--- config.mk ---
export PLATFORM = sky130hd
export DESIGN_NAME = cla_serial_adder_2bit_flat
export DESIGN_NICKNAME = d
export VERILOG_FILES = /design/src/rtl/cla_serial_adder_2bit_if.sv /design/src/rtl/cla_serial_adder_2bit.sv /design/src/flat_wrapper.sv
export SDC_FILE = /design/constraint.sdc
export NUM_CORES = 1
export LEC_CHECK = 0
export CORE_MARGIN = 2
export CORE_UTILIZATION = 54
export DETAILED_ROUTE_END_ITERATION = 16
export PLACE_DENSITY_LB_ADDON = 0.3
export SLEW_MARGIN = 20
export SYNTH_ARGS = -nofsm -noshare
export SYNTH_HDL_FRONTEND = slang
export SYNTH_SLANG_ARGS = --single-unit
export TNS_END_PERCENT = 1
--- constraint.sdc ---
create_clock -name clk -period 4.3 [get_ports clk]
set_clock_uncertainty 0.15 [all_clocks]
set_input_delay 0.86 -clock clk [delete_from_list [all_inputs] [get_ports clk]]
set_output_delay 0.86 -clock clk [all_outputs]
set_load 0.01 [all_outputs]
--- src/rtl/cla_serial_adder_2bit_if.sv ---
// cla_serial_adder_2bit_if: start/done handshake and operand/result bus of the serial adder
interface cla_serial_adder_2bit_if #(parameter int WIDTH = 8);
  logic             start;
  logic [WIDTH-1:0] a;
  logic [WIDTH-1:0] b;
  logic             cin;
  logic             busy;
  logic             done;
  logic [WIDTH-1:0] sum;
  logic             cout;
  logic             overflow;
  modport master (output start, a, b, cin, input busy, done, sum, cout, overflow);
  modport slave (input start, a, b, cin, output busy, done, sum, cout, overflow);
endinterface

--- src/rtl/cla_serial_adder_2bit.sv ---
// cla_serial_adder_2bit: digit-serial adder, one 2-bit carry-lookahead slice per clock
module cla_serial_adder_2bit #(
  parameter int WIDTH = 8
) (
  input logic clk,
  input logic rst,
  cla_serial_adder_2bit_if.slave bus
);
  localparam int N  = WIDTH / 2;
  localparam int CW = (N > 1) ? $clog2(N) : 1;
  typedef enum logic [1:0] {IDLE, RUN, DONE} state_t;
  state_t           state_q, state_d;
  logic [WIDTH-1:0] a_q, a_d, b_q, b_d, r_q, r_d, sum_q, sum_d;
  logic             carry_q, carry_d, cout_q, cout_d, ovf_q, ovf_d;
  logic [CW-1:0]    cnt_q, cnt_d;
  logic [1:0]       p, g, s;
  logic             c0, c1, last, accept;
  always_comb begin
    p       = a_q[1:0] ^ b_q[1:0];
    g       = a_q[1:0] & b_q[1:0];
    c0      = g[0] | (p[0] & carry_q);
    c1      = g[1] | (p[1] & g[0]) | (p[1] & p[0] & carry_q);
    s       = p ^ {c0, carry_q};
    last    = cnt_q == CW'(N - 1);
    accept  = bus.start && state_q != RUN;
    state_d = state_q;
    a_d     = a_q;
    b_d     = b_q;
    r_d     = r_q;
    carry_d = carry_q;
    cnt_d   = cnt_q;
    sum_d   = sum_q;
    cout_d  = cout_q;
    ovf_d   = ovf_q;
    if (accept) begin
      a_d     = bus.a;
      b_d     = bus.b;
      carry_d = bus.cin;
      cnt_d   = '0;
      state_d = RUN;
    end else if (state_q == RUN) begin
      // slice sums enter at the MSB end so the LSB slice lands at bit 0 after N steps
      r_d     = (r_q >> 2) | (WIDTH'(s) << (WIDTH - 2));
      a_d     = a_q >> 2;
      b_d     = b_q >> 2;
      carry_d = c1;
      cnt_d   = cnt_q + CW'(1);
      if (last) begin
        sum_d   = r_d;
        cout_d  = c1;
        ovf_d   = c1 ^ c0;
        state_d = DONE;
      end
    end else if (state_q == DONE) begin
      state_d = IDLE;
    end
  end
  always_ff @(posedge clk) begin
    if (rst) begin
      state_q <= IDLE;
      a_q     <= '0;
      b_q     <= '0;
      r_q     <= '0;
      carry_q <= 1'b0;
      cnt_q   <= '0;
      sum_q   <= '0;
      cout_q  <= 1'b0;
      ovf_q   <= 1'b0;
    end else begin
      state_q <= state_d;
      a_q     <= a_d;
      b_q     <= b_d;
      r_q     <= r_d;
      carry_q <= carry_d;
      cnt_q   <= cnt_d;
      sum_q   <= sum_d;
      cout_q  <= cout_d;
      ovf_q   <= ovf_d;
    end
  end
  assign bus.busy     = state_q == RUN;
  assign bus.done     = state_q == DONE;
  assign bus.sum      = sum_q;
  assign bus.cout     = cout_q;
  assign bus.overflow = ovf_q;
endmodule
--- src/flat_wrapper.sv ---
// flat-port wrapper written by rule: the top's interface ports become plain ports
module cla_serial_adder_2bit_flat 
#(
  parameter int WIDTH = 8
)
  (clk, rst, bus_start, bus_a, bus_b, bus_cin, bus_busy, bus_done, bus_sum, bus_cout, bus_overflow);
  cla_serial_adder_2bit_if #(.WIDTH(WIDTH)) bus_i ();
  input logic clk;
  input logic rst;
  input wire logic [$bits(bus_i.start)-1:0] bus_start;
  input wire logic [$bits(bus_i.a)-1:0] bus_a;
  input wire logic [$bits(bus_i.b)-1:0] bus_b;
  input wire logic [$bits(bus_i.cin)-1:0] bus_cin;
  output wire logic [$bits(bus_i.busy)-1:0] bus_busy;
  output wire logic [$bits(bus_i.done)-1:0] bus_done;
  output wire logic [$bits(bus_i.sum)-1:0] bus_sum;
  output wire logic [$bits(bus_i.cout)-1:0] bus_cout;
  output wire logic [$bits(bus_i.overflow)-1:0] bus_overflow;
  assign bus_i.start = bus_start;
  assign bus_i.a = bus_a;
  assign bus_i.b = bus_b;
  assign bus_i.cin = bus_cin;
  assign bus_busy = bus_i.busy;
  assign bus_done = bus_i.done;
  assign bus_sum = bus_i.sum;
  assign bus_cout = bus_i.cout;
  assign bus_overflow = bus_i.overflow;
  cla_serial_adder_2bit #(.WIDTH(WIDTH)) u_core (.clk(clk), .rst(rst), .bus(bus_i));
endmodule
* Word-level counts from Yosys, hierarchy flattened *
Index checks and enable logic that the tools add are counted.

storage, ports and cells
  bits in registers = 39
  latch bits = 0
  RAM bits = 0
  bits in read-only memories = 0
  output and inout bits = 12
  memories = 0

cells by class
  add/sub/neg operators = 1
  multipliers = 0
  div/mod/pow operators = 0
  $lt $le $gt $ge = 0
  equal/unequal tests = 6
  shift operators = 0
  muxes and demuxes = 10
  bitwise gates (word level) = 13
  reductions and logical operators = 9

operator list
  operator                                        count
  two-way mux 8 bit                               4
  OR 6 x 8 -> 8 bit                               1
  two-way mux 2 bit                               3
  AND reduction 2 bit                             3
  AND 1 bit                                       4
  == test 2 bit (second input constant)           2
  != test 2 x 1 -> 1 bit (second input constant)  2
  nonzero test 2 bit                              2
  bitwise XOR 2 bit                               2
  two-way mux 1 bit                               3
  != test 3 x 1 -> 1 bit (second input constant)  1
  OR 1 bit                                        3
  AND reduction 3 bit                             1
  nonzero test 3 bit                              1
  adder 2 x 1 -> 2 bit (second input constant)    1
  AND 2 bit                                       1
  == test 2 x 1 -> 1 bit (second input constant)  1
  OR reduction 2 bit                              1
  logical AND 1 bit                               1
  NOT 1 bit                                       1
  bitwise XOR 1 bit                               1

* Longest topological paths before layout *
Gate-level depths: netlist (run 1).

  depth in word-level cells = 6
  depth in mapped cells = 7
  gate-level depth less buffers = 5

* Worst setup path before layout (run 1) *
OpenSTA, ideal clock, no wires.

  path kind = input-to-reg
  start point = in bus_start
  end point = reg u_core.carry_q
  setup time = 101 ps
  arrival time = 1,533 ps
  required time = 4,049 ps
  setup slack = 2,516 ps
  stages on the path = 4
  path buffers = 1
  path through = or2_1 > buf_2 > or3_1 > o41ai_1

on the way
  longest elaborated chain between the ends = 2

ends and longest elaborated chain
  what                                                     line                         RTL
  start: declaration                                       flat_wrapper.sv:10           input wire logic [$bits(bus_i.start)-1:0] bus_start;
  logical AND 1 bit (*)                                    cla_serial_adder_2bit.sv:25  accept = bus.start && state_q != RUN;
  two-way mux 1 bit or nonzero test 2 bit (tied branches)  n/a
  end signal: assignment                                   cla_serial_adder_2bit.sv:74  carry_q <= carry_d;
  end: declaration                                         cla_serial_adder_2bit.sv:14  logic carry_q, carry_d, cout_q, cout_d, ovf_q, ovf_d;

Mark *: on every way between the ends. The rest lies on a longest branch, timed or not.
A chain may end at the register's enable or synchronous reset.

* Worst setup path after layout (run 1) *
  start point = reg u_core.state_q[1]
  end point = out bus_busy

on the way
  longest elaborated chain between the ends = 1

ends and longest elaborated chain
  what                      line                         RTL
  start: declaration        cla_serial_adder_2bit.sv:12  state_t state_q, state_d;
  start signal: assignment  cla_serial_adder_2bit.sv:70  state_q <= state_d;
  == test 2 x 1 -> 1 bit    cla_serial_adder_2bit.sv:81  assign bus.busy = state_q == RUN;
  end: declaration          flat_wrapper.sv:14           output wire logic [$bits(bus_i.busy)-1:0] bus_busy;

No other way between the ends.

==> flow_summary_export.csv, run 1 <==
group,metric,value,unit
status,status,"finished, final reports clean",
floorplan,initial_core_util,57.4,%
timing,rsz0062_at_grt,"false",
cells_and_area,stdcell_area,1940,sq um
critical_path,end_kind,"output pin",
timing,setup_viol,0,
detailed_routing,routed_wl,3050,microns
cells_and_area,synthToLayoutAreaGrowth,21.6,%
clock_tree,clk_path_buf_depth,2,
yosys,syn_area_per_cell,9.28,sq um
floorplan,die_w,58.4,microns
global_routing,grt.total_usage,19.5,%
power_and_ir_drop,vdd_drop_max,0.344,mV
clock_tree,htree_levels,2,
power_and_ir_drop,p_leak,0.740,nW
timing,fin_ws,1.37,ns
global_routing,grt_use_met1,23.1,%
detailed_routing,ant_nets,0,
global_routing,grt_pass1_wl,5090,microns
global_routing,gr-total-overflow,0,
timing,setup_tns,0,ns
critical_path,ff2ff_setup_slack,2.07,ns
floorplan,die_h,58.4,microns
timing,hold_violations,0,
critical_path,path_cells,"inv_1 > ha_1 > clkdlybuf4s50_1",
detailed_routing,firstDrtPassIters,4,
placement,place_ws,1.59,ns
floorplan,core_area,2780,sq um
critical_path,cp_max_fo,14,
critical_path,slowest_stage,"clkdlybuf4s50_1",
timing,min_period,2.93,ns
clock_tree,cts_root_buf,"clkbuf_4",
placement,finalWeightedCongestion,0.752,
yosys,synth_top_area_cell,"dfxtp_1",
yosys,syn_nets,199,
timing,worstMarginPinSlew,0.903,ns
global_routing,grt-busiest-layer,"met2",
clock_tree,numCtsBuffers,5,
global_routing,antenna_found_initial,0,
yosys,ys_types,28,
cells_and_area,drive_above_1_share,4.98,%
cells_and_area,nNetsFinal,227,
yosys,ys_ff_latch,37,
placement,portBuffers,31,
yosys,synthTopCellsByArea,"dfxtp_1 (46%), mux2i_1 (11%), a211oi_1 (6.6%), nor2_1 (6.6%), ha_1 (4.7%)",
yosys,synth_top_area_share,46.4,%
clock_tree,clk_latency,0.34,ns
clock_tree,postCtsSetupRepairBufs,0,
floorplan,io_pins,32,
detailed_routing,drtIter0Drc,20,
global_routing,grt_use_met3,5.93,%
critical_path,critPathRequiredTime,3.29,ns
timing,max_clock_freq,0.341,GHz
global_routing,grt_max_degree,27,
clock_tree,clk_pin_slew_worst_paths,0.11,ns
timing,fin_crit_sh,68.2,%
timing,timing.slew.headroom,39.6,%
timing,drv_slew,0,
critical_path,cp_data_arrival_time,1.92,ns
global_routing,met2_usage,32.9,%
floorplan,num_rows,19,
clock_tree,cts_sinks,37,
floorplan,dieArea,3410,sq um
clock_tree,postCtsResizedCells,0,
critical_path,worst-setup-path-type,"flip-flop to output pin",
yosys,synthCells,172,
power_and_ir_drop,powerDensity,341,nW/um^2
min_path,hold_path.class,"flip-flop to flip-flop",
cells_and_area,n_antenna_cell,0,
clock_tree,cts_hold_buf,0,
yosys,yosys_warnings,0,
yosys,syn_area,1600,sq um
placement,dp_hpwl,2210,microns
placement,placed_cell_area,1890,sq um
cells_and_area,fin_util,69.8,%
global_routing,grt_pass1_vias,1207,
run,maxCapViolations,0,
detailed_routing,vias_per_cell,5.56,
critical_path,startpoint_type,"flip-flop",
critical_path,slowest_delay,0.64,ns
detailed_routing,post_drt_wl_per_cell,13.1,microns
detailed_routing,drc_errors,0,
yosys,ys_seq_area_share,46.4,%
clock_tree,cts_tree,"done",
detailed_routing,vias,1291,
## through the flow
stage	power (mW)	hold slack (ns)	instances
floorplan	0.461	0.281	172
global placement	0.488	0.291	224
detailed placement	0.493	0.293	224
CTS	0.665	0.308	232
global route	0.694	0.341	232
finish	0.662	0.313	232
## where the power goes
group	internal [mW]	leakage (nW)	switching (mW)	total [mW]
logic	0.0551	0.405	0.0552	0.110
clock network	0.0623	0.0320	0.115	0.178
registers	0.363	0.302	0.0117	0.374
## per-layer routing
layer | vias to the layer above | share of wire, %
met1 | 612 | 43
li1 | 648 | -
met4 | 0 | 1.5
met3 | 6 | 4.3
met2 | 25 | 51
met5 | - | 0
## cells in the mapped netlist
library cell,number
o41ai_1,1
nor3_1,4
a21oi_1,11
a22oi_1,4
ha_1,6
and3_4,1
a21o_1,1
mux2i_1,17
nand2b_1,2
nor2_1,28
or2_1,1
dfxtp_1,37
buf_2,5
nor2b_1,2
clkbuf_1,2
fa_1,1
o21ai_0,2
nand2_1,15
nor2b_4,1
nor3b_1,2
xnor2_1,1
buf_1,2
a311oi_1,1
or3_1,2
inv_1,6
buf_6,2
a211oi_1,14
and2_1,1
## cell families after synthesis
| family | Yosys count | synth area share, % |
|---|---|---|
| adders and majority gates | 7 | 5.96 |
| muxes | 17 | 10.7 |
| xor gates and xnor gates | 1 | 0.549 |
| buffers and inverters | 17 | 5.33 |
| AOI/OAI and AO/OA | 34 | 14.1 |
| DFF | 37 | 46.4 |
| and+or+nand+nor | 59 | 17.0 |
## cell usage in the layout, fill, tap and decap left out, types with 2 or more instances in the layout
master	synthesis	final
dfxtp_1	37	37
nand2b_1	2	2
nor2b_1	2	2
o21ai_0	2	2
nand2_1	15	15
a21oi_1	11	11
nor3b_1	2	2
clkdlybuf4s50_1	0	31
nor3_1	4	4
a211oi_1	14	14
clkinv_2	0	2
nor2_1	28	28
ha_1	6	6
inv_1	6	6
or3_1	2	2
clkbuf_4	0	5
a22oi_1	4	4
mux2i_1	17	17
## worst max-delay path, delay by kind of cell, from the launching register on
family	cells	cell delay [ns]
flip-flops	1	0.34
buffers and inverters	2	0.72
adder cells (fa/ha/maj)	1	0.52
## worst paths after layout
| kind | depth (start not counted) | endpoint | startpoint |
|---|---|---|---|
| setup / recovery | 3 | bus_busy | u_core.state_q[1] |
| hold / removal | 2 | u_core.bus.sum[0] | u_core.r_q[2] |
| setup reg to reg | 5 | u_core.b_q[5] | u_core.state_q[1] |
| hold reg to reg | 2 | u_core.bus.sum[0] | u_core.r_q[2] |
## area by class of cell
class                           count  area (sq um)
Fill cell                         220           840
Multi-Input combinational cell    118           771
Sequential cell                    37           741
Timing Repair Buffer               32           318
Clock buffer                        6          41.3
Tap cell                           31          38.8
Inverter                            6          22.5
Clock inverter                      2          10.0
## sequential cells by signal (all words and copies together), names as in the netlist
name                 count
u_core.a_q               8
u_core.bus.overflow      1
u_core.bus.sum           8
u_core.carry_q           1
u_core.b_q               8
u_core.bus.cout          1
u_core.r_q               6
u_core.state_q           2
u_core.cnt_q             2
No activity file was read; power rests on OpenSTA's default activity.
==> inputs of run 2 (changes only) <==
--- a/config.mk
+++ b/config.mk
@@ -6,7 +6,7 @@
 export NUM_CORES = 1
 export LEC_CHECK = 0
 export CORE_MARGIN = 2
-export CORE_UTILIZATION = 54
+export CORE_UTILIZATION = 45
 export DETAILED_ROUTE_END_ITERATION = 16
 export PLACE_DENSITY_LB_ADDON = 0.3
 export SLEW_MARGIN = 20
==> constraint.sdc (replaced) <==
create_clock -name clk -period 2.57 [get_ports clk]
set_clock_uncertainty 0.15 [all_clocks]
set_input_delay 0.514 -clock clk [delete_from_list [all_inputs] [get_ports clk]]
set_output_delay 0.514 -clock clk [all_outputs]
set_load 0.01 [all_outputs]
==> run 2 against run 1 <==
Clock-buffer cell count is 1 higher; die area rose by 19%; global-route usage down 3.5 points; non-clock buffer count up 3; worst hold slack worse by 0.0032 ns; sequential cell count did not move; sequential power up 68%; register-to-register slack worse by 1.4 ns.
==> flow_summary_export.csv, run 2 (synthesis gave the netlist of run 1 again) <==
group,metric,value,unit
status,status,"finished, final reports clean",
floorplan,die_h,63.6,microns
min_path,worstHoldStart,"u_core.bus.sum[5]",
critical_path,r2r_end,"u_core.carry_q",
power_and_ir_drop,vdd_drop_max,0.310,mV
floorplan,io_pins,32,
cells_and_area,regArea,741,sq um
clock_tree,htree_levels,2,
cells_and_area,nNetsFinal,230,
placement,finalWeightedCongestion,0.759,
cells_and_area,fillers,318,
critical_path,critPathRequiredTime,1.91,ns
critical_path,end_kind,"output pin",
detailed_routing,firstDrtPassIters,4,
timing,drv_slew,0,
cells_and_area,fin_util,59.1,%
critical_path,ff2ff_setup_slack,0.63,ns
clock_tree,cts_tree,"done",
cells_and_area,layout_commonest_cell,"dfxtp_1",
critical_path,cp_data_arrival_time,1.54,ns
timing,min_period,2.21,ns
clock_tree,cts_hold_buf,0,
timing,setup_tns,0,ns
cells_and_area,synthToLayoutAreaGrowth,24.5,%
global_routing,antenna_found_initial,0,
floorplan,core_area,3360,sq um
min_path,hold_path.class,"flip-flop to flip-flop",
floorplan,num_rows,21,
floorplan,dieArea,4040,sq um
clock_tree,clk_latency,0.33,ns
clock_tree,postCtsResizedCells,0,
cells_and_area,multi_input_area,771,sq um
detailed_routing,ant_nets,0,
critical_path,r2r-start,"u_core.state_q[1]",
clock_tree,clk_path_buf_depth,2,
min_path,hold-path-endpoint,"u_core.bus.sum[5]",
timing,hold_violations,0,
clock_tree,numCtsBuffers,5,
timing,max_clock_freq,0.453,GHz
detailed_routing,drtIter0Drc,66,
power_and_ir_drop,powerDensity,569,nW/um^2
cells_and_area,drive_above_1_share,5.91,%
timing,fin_crit_sh,86.0,%
global_routing,grt_pass1_wl,5110,microns
timing,rsz0062_at_grt,"false",
detailed_routing,routed_wl,2980,microns
floorplan,initial_core_util,47.5,%
global_routing,grt_pass1_vias,1215,
timing,timing.slew.headroom,48.7,%
timing,worstMarginPinSlew,0.769,ns
timing,fin_hold_ws,0.310,ns
global_routing,grt_max_degree,26,
critical_path,path_cells,"inv_1 > ha_1 > clkdlybuf4s50_1",
detailed_routing,drc_errors,0,
global_routing,gr-total-overflow,0,
min_path,holdPathStages,2,
placement,dp_hpwl,2200,microns
floorplan,die_w,63.6,microns
clock_tree,clk_pin_slew_worst_paths,0.10,ns
clock_tree,postCtsSetupRepairBufs,0,
critical_path,worst-setup-path-type,"flip-flop to output pin",
detailed_routing,vias,1264,
clock_tree,cts_root_buf,"clkbuf_4",
critical_path,slowest_delay,0.56,ns
critical_path,cp_max_fo,5,
critical_path,slowest_stage,"clkdlybuf4s50_1",
placement,portBuffers,31,
run,maxCapViolations,0,
cells_and_area,mostFrequentLayoutCells,"dfxtp_1 (37), clkdlybuf4s50_1 (31), nor2_1 (28)",
clock_tree,cts_sinks,37,
global_routing,grt.total_usage,16.0,%
detailed_routing,post_drt_wl_per_cell,12.0,microns
timing,setup_viol,0,
detailed_routing,vias_per_cell,5.08,
power_and_ir_drop,p_leak,0.754,nW
cells_and_area,n_antenna_cell,0,
critical_path,reg2reg_depth,5,
critical_path,startpoint_type,"flip-flop",
-- run 2: changes by cell type in the layout (fill, tap and decap cells not counted), sizes merged --
| cell | before | now |
|---|---|---|
| buf | 1 | 4 |
| clkinv | 2 | 0 |
| clkbuf | 6 | 7 |
-- run 2: worst max path at each step --
stage | slack, ns | startpoint | cells after the start | to
floorplan | 0.93 | u_core.carry_q | 4 | u_core.bus.overflow
global placement | 0.35 | bus_start | 4 | u_core.carry_q
detailed placement | 0.31 | bus_start | 4 | u_core.carry_q
CTS | 0.34 | u_core.state_q[1] | 3 | bus_busy
global route | 0.26 | u_core.state_q[1] | 3 | bus_busy
finish | 0.36 | u_core.state_q[1] | 3 | bus_busy
-- run 2: final cells by class --
cell class	instances	area share (%)
clock buffer	7	2.77
multi-input combinational	118	38.8
inverter	6	1.13
tap	46	2.90
timing repair buffer	35	17.1
sequential	37	37.3
-- run 2: metrics by stage --
| step | instance area [sq um] | total power, mW | std cells | setup slack [ns] |
|---|---|---|---|---|
| 6_report | 1990 | 1.13 | 249 | 0.361 |
| 5_1_grt | 1990 | 1.19 | 249 | 0.260 |
| 4_1_cts | 1990 | 1.14 | 249 | 0.338 |
| 3_5_place_dp | 1930 | 0.832 | 242 | 0.307 |
| 3_3_place_gp | 1930 | 0.822 | 242 | 0.355 |
| 2_1_floorplan | 1600 | 0.772 | 172 | 0.928 |
-- run 2: power breakdown --
group	total (mW)	internal [mW]	switching, mW
Sequential	0.627	0.607	0.0205
Clock	0.311	0.129	0.182
Combinational	0.191	0.0967	0.0944
-- run 2: critical path, delay by kind of cell (launching register included) --
family                   cells  cell delay [ns]
adder cells (fa/ha/maj)      1             0.22
buffers and inverters        2             0.65
flip-flops                   1             0.34
-- run 2: metal layers --
metal  track usage (%)  routed length (microns)  vias up
li1                  -                        -      656
met4              6.52                       51        0
met1              17.4                     1290      575
met3              5.36                      138        6
met5                 0                        0        -
met2              28.3                     1500       27
==> inputs of run 3 (changes only) <==
--- a/config.mk
+++ b/config.mk
@@ -5,7 +5,7 @@
 export SDC_FILE = /design/constraint.sdc
 export NUM_CORES = 1
 export LEC_CHECK = 0
-export CORE_MARGIN = 2
+export CORE_MARGIN = 3
 export CORE_UTILIZATION = 45
 export DETAILED_ROUTE_END_ITERATION = 16
 export PLACE_DENSITY_LB_ADDON = 0.3
==> constraint.sdc (replaced) <==
create_clock -name clk -period 1.87 [get_ports clk]
set_clock_uncertainty 0.15 [all_clocks]
set_input_delay 0.374 -clock clk [delete_from_list [all_inputs] [get_ports clk]]
set_output_delay 0.374 -clock clk [all_outputs]
set_load 0.01 [all_outputs]
==> run 3 against run 2 <==
Critical path depth stayed put; die area is 6.4% higher; first-iteration DRC count is 21% lower; critical path type unchanged; largest cell class unchanged.
==> flow_summary_export.csv, run 3 (synthesis gave the netlist of run 1 again) <==
group,metric,value,unit
floorplan,die_w,65.6,microns
critical_path,path_cells,"inv_1 > ha_1 > dlygate4sd2_1",
min_path,hold_path.class,"flip-flop to flip-flop",
cells_and_area,stdcell_area,2030,sq um
clock_tree,htree_levels,2,
timing,rsz0062_at_grt,"false",
floorplan,io_pins,32,
detailed_routing,firstDrtPassIters,4,
critical_path,end_kind,"output pin",
floorplan,core_area,3390,sq um
critical_path,cp_max_fo,4,
floorplan,die_h,65.6,microns
timing,worstMarginPinSlew,0.336,ns
floorplan,dieArea,4300,sq um
timing,setup_tns,0,ns
global_routing,grt_pass1_wl,5180,microns
critical_path,r2r-start,"u_core.b_q[0]",
detailed_routing,ant_nets,0,
critical_path,critPathRequiredTime,1.35,ns
timing,fin_ws,0.101,ns
floorplan,num_rows,21,
critical_path,slowest_stage,"dfxtp_2",
placement,place_ws,-0.0373,ns
min_path,hold-path-endpoint,"u_core.bus.sum[0]",
power_and_ir_drop,powerDensity,765,nW/um^2
timing,hold_violations,0,
critical_path,reg2reg_depth,4,
clock_tree,clk_pin_slew_worst_paths,0.09,ns
detailed_routing,drc_errors,0,
timing,fin_crit_sh,94.6,%
status,status,"finished, final reports clean",
global_routing,grt_max_degree,21,
clock_tree,clk_path_buf_depth,2,
critical_path,cp_data_arrival_time,1.24,ns
clock_tree,cts_root_buf,"clkbuf_4",
cells_and_area,fin_util,60.0,%
global_routing,antenna_found_initial,0,
critical_path,worst-setup-path-type,"flip-flop to output pin",
clock_tree,cts_tree,"done",
cells_and_area,multi_input_area,774,sq um
cells_and_area,layout_commonest_cell,"dfxtp_1",
critical_path,ff2ff_setup_slack,0.12,ns
placement,dp_hpwl,2310,microns
placement,placed_cells,246,
power_and_ir_drop,p_leak,0.786,nW
timing,drv_slew,0,
cells_and_area,final_cell_count_no_fill,253,
global_routing,grt_pass1_vias,1221,
timing,timing.slew.headroom,77.5,%
detailed_routing,vias,1265,
detailed_routing,post_drt_wl_per_cell,12.1,microns
min_path,worstHoldStart,"u_core.r_q[2]",
global_routing,gr-total-overflow,0,
run,maxCapViolations,0,
cells_and_area,synthToLayoutAreaGrowth,27.4,%
cells_and_area,fillers,303,
detailed_routing,drtIter0Drc,52,
clock_tree,clk_latency,0.33,ns
cells_and_area,n_antenna_cell,0,
cells_and_area,regArea,743,sq um
power_and_ir_drop,vdd_drop_max,0.462,mV
min_path,holdPathStages,2,
cells_and_area,drive_above_1_share,9.66,%
timing,min_period,1.77,ns
detailed_routing,vias_per_cell,5.00,
critical_path,r2r_end,"u_core.bus.overflow",
floorplan,initial_core_util,47.1,%
clock_tree,numCtsBuffers,5,
placement,portBuffers,31,
placement,placed_cell_area,1970,sq um
placement,finalWeightedCongestion,0.814,
detailed_routing,routed_wl,3060,microns
critical_path,slowest_delay,0.36,ns
timing,setup_viol,0,
cells_and_area,nNetsFinal,234,
timing,max_clock_freq,0.565,GHz
clock_tree,cts_sinks,37,
global_routing,grt.total_usage,15.9,%
critical_path,startpoint_type,"flip-flop",
cells_and_area,mostFrequentLayoutCells,"dfxtp_1 (35), clkdlybuf4s50_1 (29), nor2_1 (28)",
-- run 3: cell count changes in the layout (fill, tap and decap cells not counted), moves of 2 or more --
cell             previous run  this run
dfxtp_2                     0         2
dlygate4sd2_1               0         2
dfxtp_1                    37        35
clkdlybuf4s50_1            31        29
buf_4                       4         7
-- run 3: layout make-up --
type | instances | share of cell area [%]
Tap cell | 46 | 2.83
Clock buffer | 7 | 2.71
Sequential cell | 37 | 36.6
Timing Repair Buffer | 39 | 18.7
Inverter | 6 | 1.11
Multi-Input combinational cell | 118 | 38.1
-- run 3: worst max path at each step --
| stage | cells past startpoint | endpoint | startpoint | slack [ns] |
|---|---|---|---|---|
| 6_report | 3 | bus_done | u_core.state_q[0] | 0.10 |
| 3_3_place_gp | 5 | u_core.carry_q | bus_start | 0.03 |
| 5_1_grt | 3 | bus_done | u_core.state_q[0] | 0.001 |
| 2_1_floorplan | 4 | u_core.bus.overflow | u_core.carry_q | 0.23 |
| 4_1_cts | 3 | bus_busy | u_core.state_q[1] | 0.02 |
| 3_5_place_dp | 5 | u_core.carry_q | bus_start | -0.04 |
-- run 3: where the power goes --
group / leakage, nW / internal (mW) / switching [mW]
clock network: 0.0314 / 0.178 / 0.235
logic: 0.451 / 0.147 / 0.134
registers: 0.303 / 0.834 / 0.0278
-- run 3: metrics by stage --
stage               hold WS [ns]  power (mW)
floorplan                  0.281        1.06
global placement           0.290        1.15
detailed placement         0.296        1.16
CTS                        0.310        1.58
global route               0.323        1.65
finish                     0.305        1.56
-- run 3: what timing repair did --
action,in CTS,in global routing
endpoints found under the setup margin,2,9
hold buffers,0,0
resized for setup,3,3
setup buffers,0,0
-- run 3: worst max-delay path, delay by kind of cell, from the launching register on --
family	cells	cell delay, ns
flops	1	0.36
buf+inv	2	0.34
fa+ha+maj	1	0.22
-- run 3: per-layer routing --
metal	vias to the layer above	share of wire (%)	global-route usage [%]
met2	33	51	25.3
met4	0	1.2	8.81
met1	568	43	18.5
li1	660	-	-
met3	4	5.0	5.81
met5	-	0	0
